<file path="config.mk">
export PLATFORM = sky130hd
export DESIGN_NAME = lab3_led_ctrl
export DESIGN_NICKNAME = d
export VERILOG_FILES = /design/src/rtl/lab3_pkg.sv /design/src/rtl/btn_debounce.sv /design/src/rtl/lab3_led_ctrl.sv
export SDC_FILE = /design/constraint.sdc
export NUM_CORES = 1
export LEC_CHECK = 0
export ABC_CLOCK_PERIOD_IN_PS = 3230
export CAP_MARGIN = 20
export CORE_MARGIN = 2
export CORE_UTILIZATION = 30
export CTS_CLUSTER_DIAMETER = 40
export DETAILED_ROUTE_END_ITERATION = 10
export GPL_TIMING_DRIVEN = 0
export PLACE_DENSITY = 0.54
export SYNTH_ARGS = -nofsm -noshare
export SYNTH_HDL_FRONTEND = slang
export SYNTH_SLANG_ARGS = --single-unit
</file>
<file path="constraint.sdc">
create_clock -name CLK -period 3.23 [get_ports CLK]
set_input_delay 0.969 -clock CLK [delete_from_list [all_inputs] [get_ports CLK]]
set_output_delay 0.969 -clock CLK [all_outputs]
set_load 0.005 [all_outputs]
</file>
<file path="src/rtl/lab3_pkg.sv">
// Shared encodings, widths and helpers for the lab3 LED sequencing controller.
package lab3_pkg;

  localparam int NUM_BTN = 4;
  localparam int NUM_LED = 6;

  typedef enum logic [1:0] {
    PASS  = 2'd0,
    HOLD  = 2'd1,
    BLINK = 2'd2,
    CHASE = 2'd3
  } mode_e;

  localparam logic [NUM_LED-1:0] CHASE_INIT = 6'b000001;
  localparam logic               DIR_LEFT   = 1'b0;
  localparam logic               DIR_RIGHT  = 1'b1;

  function automatic mode_e next_mode(input mode_e m);
    case (m)
      PASS:    return HOLD;
      HOLD:    return BLINK;
      BLINK:   return CHASE;
      default: return PASS;
    endcase
  endfunction

  // Left moves toward bit5 and wraps to bit0; right is the mirror image.
  function automatic logic [NUM_LED-1:0] chase_step(input logic [NUM_LED-1:0] pat,
                                                    input logic dir);
    if (dir == DIR_RIGHT) return {pat[0], pat[NUM_LED-1:1]};
    return {pat[NUM_LED-2:0], pat[NUM_LED-1]};
  endfunction

endpackage

</file>
<file path="src/rtl/btn_debounce.sv">
// One push-button: two-flop synchronizer, consecutive-cycle debounce counter and
// a one-cycle pulse on each clean rising edge.
module btn_debounce #(
  parameter int DEBOUNCE_CYCLES = 4
) (
  input  logic clk_i,
  input  logic rst_i,
  input  logic btn_i,
  output logic clean_o,
  output logic press_o
);

  localparam int CNT_W = $clog2(DEBOUNCE_CYCLES + 1);

  logic             sync1_q, sync2_q;
  logic [CNT_W-1:0] cnt_q, cnt_d;
  logic             clean_q, clean_d;
  logic             prev_q;
  logic             press_q, press_d;

  always_comb begin
    cnt_d   = '0;
    clean_d = clean_q;
    // Toggle on the cycle the count would reach DEBOUNCE_CYCLES; any agreement clears it.
    if (sync2_q != clean_q) begin
      if (cnt_q == CNT_W'(DEBOUNCE_CYCLES - 1)) clean_d = ~clean_q;
      else                                      cnt_d   = cnt_q + CNT_W'(1);
    end
    press_d = clean_q & ~prev_q;
  end

  always_ff @(posedge clk_i or posedge rst_i) begin
    if (rst_i) begin
      sync1_q <= 1'b0;
      sync2_q <= 1'b0;
      cnt_q   <= '0;
      clean_q <= 1'b0;
      prev_q  <= 1'b0;
      press_q <= 1'b0;
    end else begin
      sync1_q <= btn_i;
      sync2_q <= sync1_q;
      cnt_q   <= cnt_d;
      clean_q <= clean_d;
      prev_q  <= clean_q;
      press_q <= press_d;
    end
  end

  assign clean_o = clean_q;
  assign press_o = press_q;

endmodule

</file>
<file path="src/rtl/lab3_led_ctrl.sv">
// Button conditioning for lab3 plus a display-mode FSM choosing live, frozen,
// blinking or chase content for the physical LEDs.
module lab3_led_ctrl
  import lab3_pkg::*;
#(
  parameter int DEBOUNCE_CYCLES = 4,
  parameter int BLINK_DIV       = 8
) (
  input  logic               CLK,
  input  logic               RESET,
  input  logic [NUM_BTN-1:0] BUTTONS,
  input  logic [NUM_LED-1:0] LOGIC_LEDS,
  output logic [NUM_BTN-1:0] BTN_CLEAN,
  output logic [NUM_BTN-1:0] PRESS,
  output logic [1:0]         MODE,
  output logic [NUM_LED-1:0] LEDS
);

  localparam int TICK_W = $clog2(BLINK_DIV);

  for (genvar i = 0; i < NUM_BTN; i++) begin : g_btn
    btn_debounce #(
      .DEBOUNCE_CYCLES(DEBOUNCE_CYCLES)
    ) u_db (
      .clk_i  (CLK),
      .rst_i  (RESET),
      .btn_i  (BUTTONS[i]),
      .clean_o(BTN_CLEAN[i]),
      .press_o(PRESS[i])
    );
  end

  mode_e               mode_q, mode_d;
  logic [TICK_W-1:0]   tick_q, tick_d;
  logic                phase_q, phase_d;
  logic                dir_q, dir_d;
  logic [NUM_LED-1:0]  pat_q, pat_d;
  logic [NUM_LED-1:0]  snap_q, snap_d;
  logic [NUM_LED-1:0]  leds_q, leds_d;
  logic                wrap;

  always_comb begin
    mode_d  = mode_q;
    tick_d  = tick_q;
    phase_d = phase_q;
    dir_d   = dir_q;
    pat_d   = pat_q;
    snap_d  = snap_q;
    leds_d  = leds_q;
    wrap    = (tick_q == TICK_W'(BLINK_DIV - 1));

    if (PRESS[3]) begin
      // Mode change restarts every pattern; LEDS immediately take the new mode's content.
      mode_d  = next_mode(mode_q);
      tick_d  = '0;
      phase_d = 1'b1;
      dir_d   = DIR_LEFT;
      pat_d   = CHASE_INIT;
      case (mode_d)
        PASS:    leds_d = LOGIC_LEDS;
        HOLD: begin
          snap_d = leds_q;
          leds_d = leds_q;
        end
        BLINK:   leds_d = snap_q;
        default: leds_d = CHASE_INIT;
      endcase
    end else begin
      case (mode_q)
        PASS: begin
          tick_d = '0;
          leds_d = LOGIC_LEDS;
        end
        HOLD: begin
          tick_d = '0;
          if (PRESS[0]) snap_d = LOGIC_LEDS;
          leds_d = snap_d;
        end
        BLINK: begin
          if (PRESS[0]) snap_d = LOGIC_LEDS;
          if (wrap) begin
            tick_d  = '0;
            phase_d = ~phase_q;
          end else begin
            tick_d = tick_q + TICK_W'(1);
          end
          leds_d = phase_d ? snap_d : '0;
        end
        default: begin
          // Direction flip only steers the next step; the pattern holds still on the press.
          if (PRESS[1]) dir_d = ~dir_q;
          if (wrap) begin
            tick_d = '0;
            pat_d  = chase_step(pat_q, dir_d);
          end else begin
            tick_d = tick_q + TICK_W'(1);
          end
          leds_d = pat_d;
        end
      endcase
    end
  end

  always_ff @(posedge CLK or posedge RESET) begin
    if (RESET) begin
      mode_q  <= PASS;
      tick_q  <= '0;
      phase_q <= 1'b1;
      dir_q   <= DIR_LEFT;
      pat_q   <= CHASE_INIT;
      snap_q  <= '0;
      leds_q  <= '0;
    end else begin
      mode_q  <= mode_d;
      tick_q  <= tick_d;
      phase_q <= phase_d;
      dir_q   <= dir_d;
      pat_q   <= pat_d;
      snap_q  <= snap_d;
      leds_q  <= leds_d;
    end
  end

  assign MODE = mode_q;
  assign LEDS = leds_q;

endmodule

</file>
==> results by stage <==
Final layout:
- Summing all multi-input logic gate instances after layout gives 1170 sq um.
- The final antenna diode count is 0.
- The area of all sequential standard cells is 1430 sq um.
- The final cell count without fillers is 394.
- Of the cells placed in the final design, the portion with a size suffix greater than 1 is 0.126.
- With fillers left out, the area of the finished cells amounts to around 3300 sq um.
- The number of nets in the layout is 305.
- The area growth from synthesis to layout is 21.7%.
- The final-layout fill cell count is between 800 and 900.

Critical path:
- The dominant delay contributor by cell family on the critical path is buffers and inverters.
- The startpoint type of the worst setup path is a flip-flop.
- The sum of buffers and inverters on the critical path is 2.
- The class of the most critical setup path is reg -> out.
- The data arrival at the endpoint of the critical path is 1.51 ns.
- Along the worst path, the maximum fanout reaches 10.
- Walking the worst path, the cells encountered are buf_4 > clkdlybuf4s50_1.
- The largest stage delay on the critical path is between 0.5 and 0.6 ns.
- The worst setup path is captured at an output pin.
- The required arrival time at the worst endpoint is 2.26 ns.
- The cell with the largest stage delay on the worst path is dfrtp_1.

Clocking:
- Hold repair after CTS inserted 0 buffers.
- TritonCTS built the clock tree.
- The number of CTS-inserted buffers is 9.
- After clock tree synthesis, the clock-pin slew on the worst setup and hold paths is 0.07 ns.
- CTS built an H-tree with a depth of 3.
- Buffers added to address setup during post-CTS repair amount to 0.
- The number of clock sinks is 57.
- The maximum number of buffers from clock root to sink is 2.
- The root buffer cell chosen for the clock tree is clkbuf_8.
- The insertion delay of the later-clocked pin in the worst-skew pair is 0.33 ns.
- The post-cts resize count is 0.

Synthesis:
- The number of nets produced by synthesis is 266.
- The warning count from the yosys run is 0.
- Yosys attributes the largest share of cell area to dfrtp_1, ha_1, mux2i_1.
- The share of the Yosys chip area taken by registers is 0.527.
- The share of the synthesized area in the top cell type is 0.507.
- The summed instance area of the synthesized netlist is 2710 sq um.
- After synthesis, the netlist uses 42 different library cells.
- After synthesis, the share of flip-flops with an asynchronous set or reset is 1.00.
- For this run, the leading register cell type out of synthesis is dfrtp_1.
- The cell type with the largest total area after synthesis is dfrtp_1.
- The number of standard cells after synthesis is ~240.
- The number of synthesized flops with an enable pin is 0.
- In the post-synthesis netlist, the cell with the most instances is dfrtp_1.
- The mean area per synthesized cell is 11.2 sq um.
- Counting instances in the post-synthesis netlist gives the leading cell types as dfrtp_1, nor2_1, a21oi_1, ha_1, nand2_1.
- Synthesis inferred 57 register bits.

Drt:
- The average wire length per cell after detail routing is ~14 um.
- The amount of wire on met2 after detailed routing is ~2.6 mm.
- After detailed routing, the wire length on met1 is 2.58 mm.
- The highest metal layer used by the detailed router is met4.
- Dividing the detail-routed via count by the number of cells gives 4.98.
- Wires add up to 5.49 mm.
- Wire segments on met3 add up to 290 um in the final route.
- The first-pass iteration count of the detailed router is 4.
- The post-route antenna net violation count is 0.
- The number of DRC markers after the initial detailed-route iteration is 101.
- The DRC violations left is 0.
- The overall via count from detail_route is about 2,000.

Floorplan:
- 28 I/O pins were placed.
- The area enclosed by the die boundary is slightly below 10,000 sq um.
- The die is 99.1 um wide.
- The initialized floorplan defines 34 standard-cell rows.
- In this run the vertical extent of the chip is ~100 um.
- For this configuration, the core starts out at a cell density of 0.310.
- The region available for standard cell placement spans 8760 sq um.

GRT:
- The via count of the first global-routing pass is 2,011.
- For this run the aggregate overflow at the end of global routing stands at 0.
- Entering global routing, the biggest net connects 36 pins.
- The first-pass GRT wire length is 9.58 mm.
- The initial antenna violation count is 0.
- The total global routing track utilization is 0.122.

STA:
- The final count of pins violating max slew is 0.
- The final setup violation count is 0.
- The transition time at the pin with the least slew margin is 0.531 ns.
- After layout, the minimum clock period comes to 2.47 ns.
- Setup repair after global routing left no endpoint under its margin.
- The part of the cycle the worst path needs is 0.766.
- The worst pin sits at a relative slew slack of 0.644.
- The worst clock skew is 0.00387 ns.
- The count of final hold-check violations is 0.
- The peak clock frequency supported by timing is 404 MHz.

Run status:
- The flow ran to the end, and the final reports show no timing, DRC or antenna violations.

Power:
- The overall power of the completed layout is roughly 3.0 mW.
- The power per unit of standard cell area is between 900 and 1000 nW/um^2.
- The leakage power of the design is 1.40 nW.
- The worst-case IR drop observed on VDD is between 0.3 and 0.4 mV.

Placement:
- The number of placed instances, taps included, is 378.
- The final weighted congestion in routability-driven placement is 0.766.
- Detailed placement ended at an HPWL of between 3 and 4 mm.
- The total cell area at the placement stage is 3140 sq um.
- The count of buffers added on input and output ports is 27.

Hold path:
- In this run the worst hold path is classified as reg -> reg.

Job:
- The tool flagged a number of max-cap violations equal to 0.
## layer usage
layer / global-route usage / up-vias
li1: - / 951
met1: 0.152 / 959
met2: 0.197 / 44
met3: 0.0443 / 7
met4: 0.0411 / 0
met5: 0 / -
## kinds of logic (layout without fill, tap and decap cells)
group / Yosys count / after routing / synth area share
flip-flops: 57 / 57 / 0.527
adder cells (fa/ha/maj): 12 / 12 / 0.0553
AND/OR/NAND/NOR: 80 / 80 / 0.164
XOR/XNOR: 8 / 8 / 0.0286
buffers and inverters: 22 / 66 / 0.0420
multiplexers: 13 / 13 / 0.0498
AO/OA/AOI/OAI: 50 / 50 / 0.134
## flip-flops by register name, summed over array words and instances (netlist names)
name and count:
g_btn.u_db.clean_o 4, g_btn.u_db.prev_q 4, MODE 2, tick_q 3
dir_q 1, g_btn.u_db.sync1_q 4, g_btn.u_db.cnt_q 12, phase_q 1
pat_q 6, LEDS 6, g_btn.u_db.sync2_q 4, snap_q 6
g_btn.u_db.press_o 4
## layout make-up
cell class              instances  area share
well taps                     108      0.0409
clock inverters                 5     0.00985
inverters                       4     0.00455
clock buffers                  11      0.0398
flip-flops and latches         57       0.433
repair buffers                 28      0.0879
multi-input cells             163       0.355
plain buffers                  18      0.0299
## metrics by stage
stage                util  setup TNS [ns]  hold slack, ns  worst slack, ns
floorplan               -               0           0.331            0.865
global placement    0.356          -15.10           0.334           -0.278
detailed placement  0.358               0           0.336            0.933
CTS                 0.377               0           0.354            0.724
global route        0.377               0           0.359            0.665
finish              0.377               0           0.351            0.755
## report_power, final
group	leakage, nW	switching (mW)	internal, mW
clock	0.0753	0.288	0.275
sequential	0.712	0.191	0.946
combinational	0.615	0.621	0.668
total	1.40	1.10	1.89
## path summary, 6_finish.rpt
kind / slack [ns] / depth (start not counted) / start / end
worst max-delay path: 0.76 / 2 / g_btn[0].u_db.press_o / PRESS[0]
worst min-delay path: 0.35 / 0 / g_btn[1].u_db.sync1_q / g_btn[1].u_db.sync2_q
worst max register to register: 1.13 / 7 / MODE[1] / LEDS[1]
worst min register to register: 0.35 / 0 / g_btn[1].u_db.sync1_q / g_btn[1].u_db.sync2_q
max in group asynchronous: 1.63 / 3 / RESET / pat_q[0]
min in group asynchronous: 0.98 / 2 / RESET / g_btn[0].u_db.prev_q
## layout by cell type (no fill, tap or decap), drive strengths merged, types with 2 or more instances in the layout
master,synthesis,final
clkinvlp,0,3
ha,12,12
dfrtp,55,55
nand2,11,11
xor2,2,2
and3,4,4
dfstp,2,2
a221o,5,5
a31oi,2,2
a21oi,12,12
a22oi,4,4
and2,2,2
xnor2,6,6
inv,4,4
nand2b,2,2
a211oi,3,3
mux2i,9,9
nor2,23,23
a32oi,3,3
a211o,4,4
nor2b,10,10
nor3b,9,9
buf,12,13
or4bb,2,2
o21ai,7,7
o211ai,4,4
nand3b,4,4
clkinv,0,2
a311oi,4,4
clkbuf,6,17
nor3,8,8
mux2,4,4
clkdlybuf4s50,0,27
or4b,2,2
(Power assumes the default switching activity.)
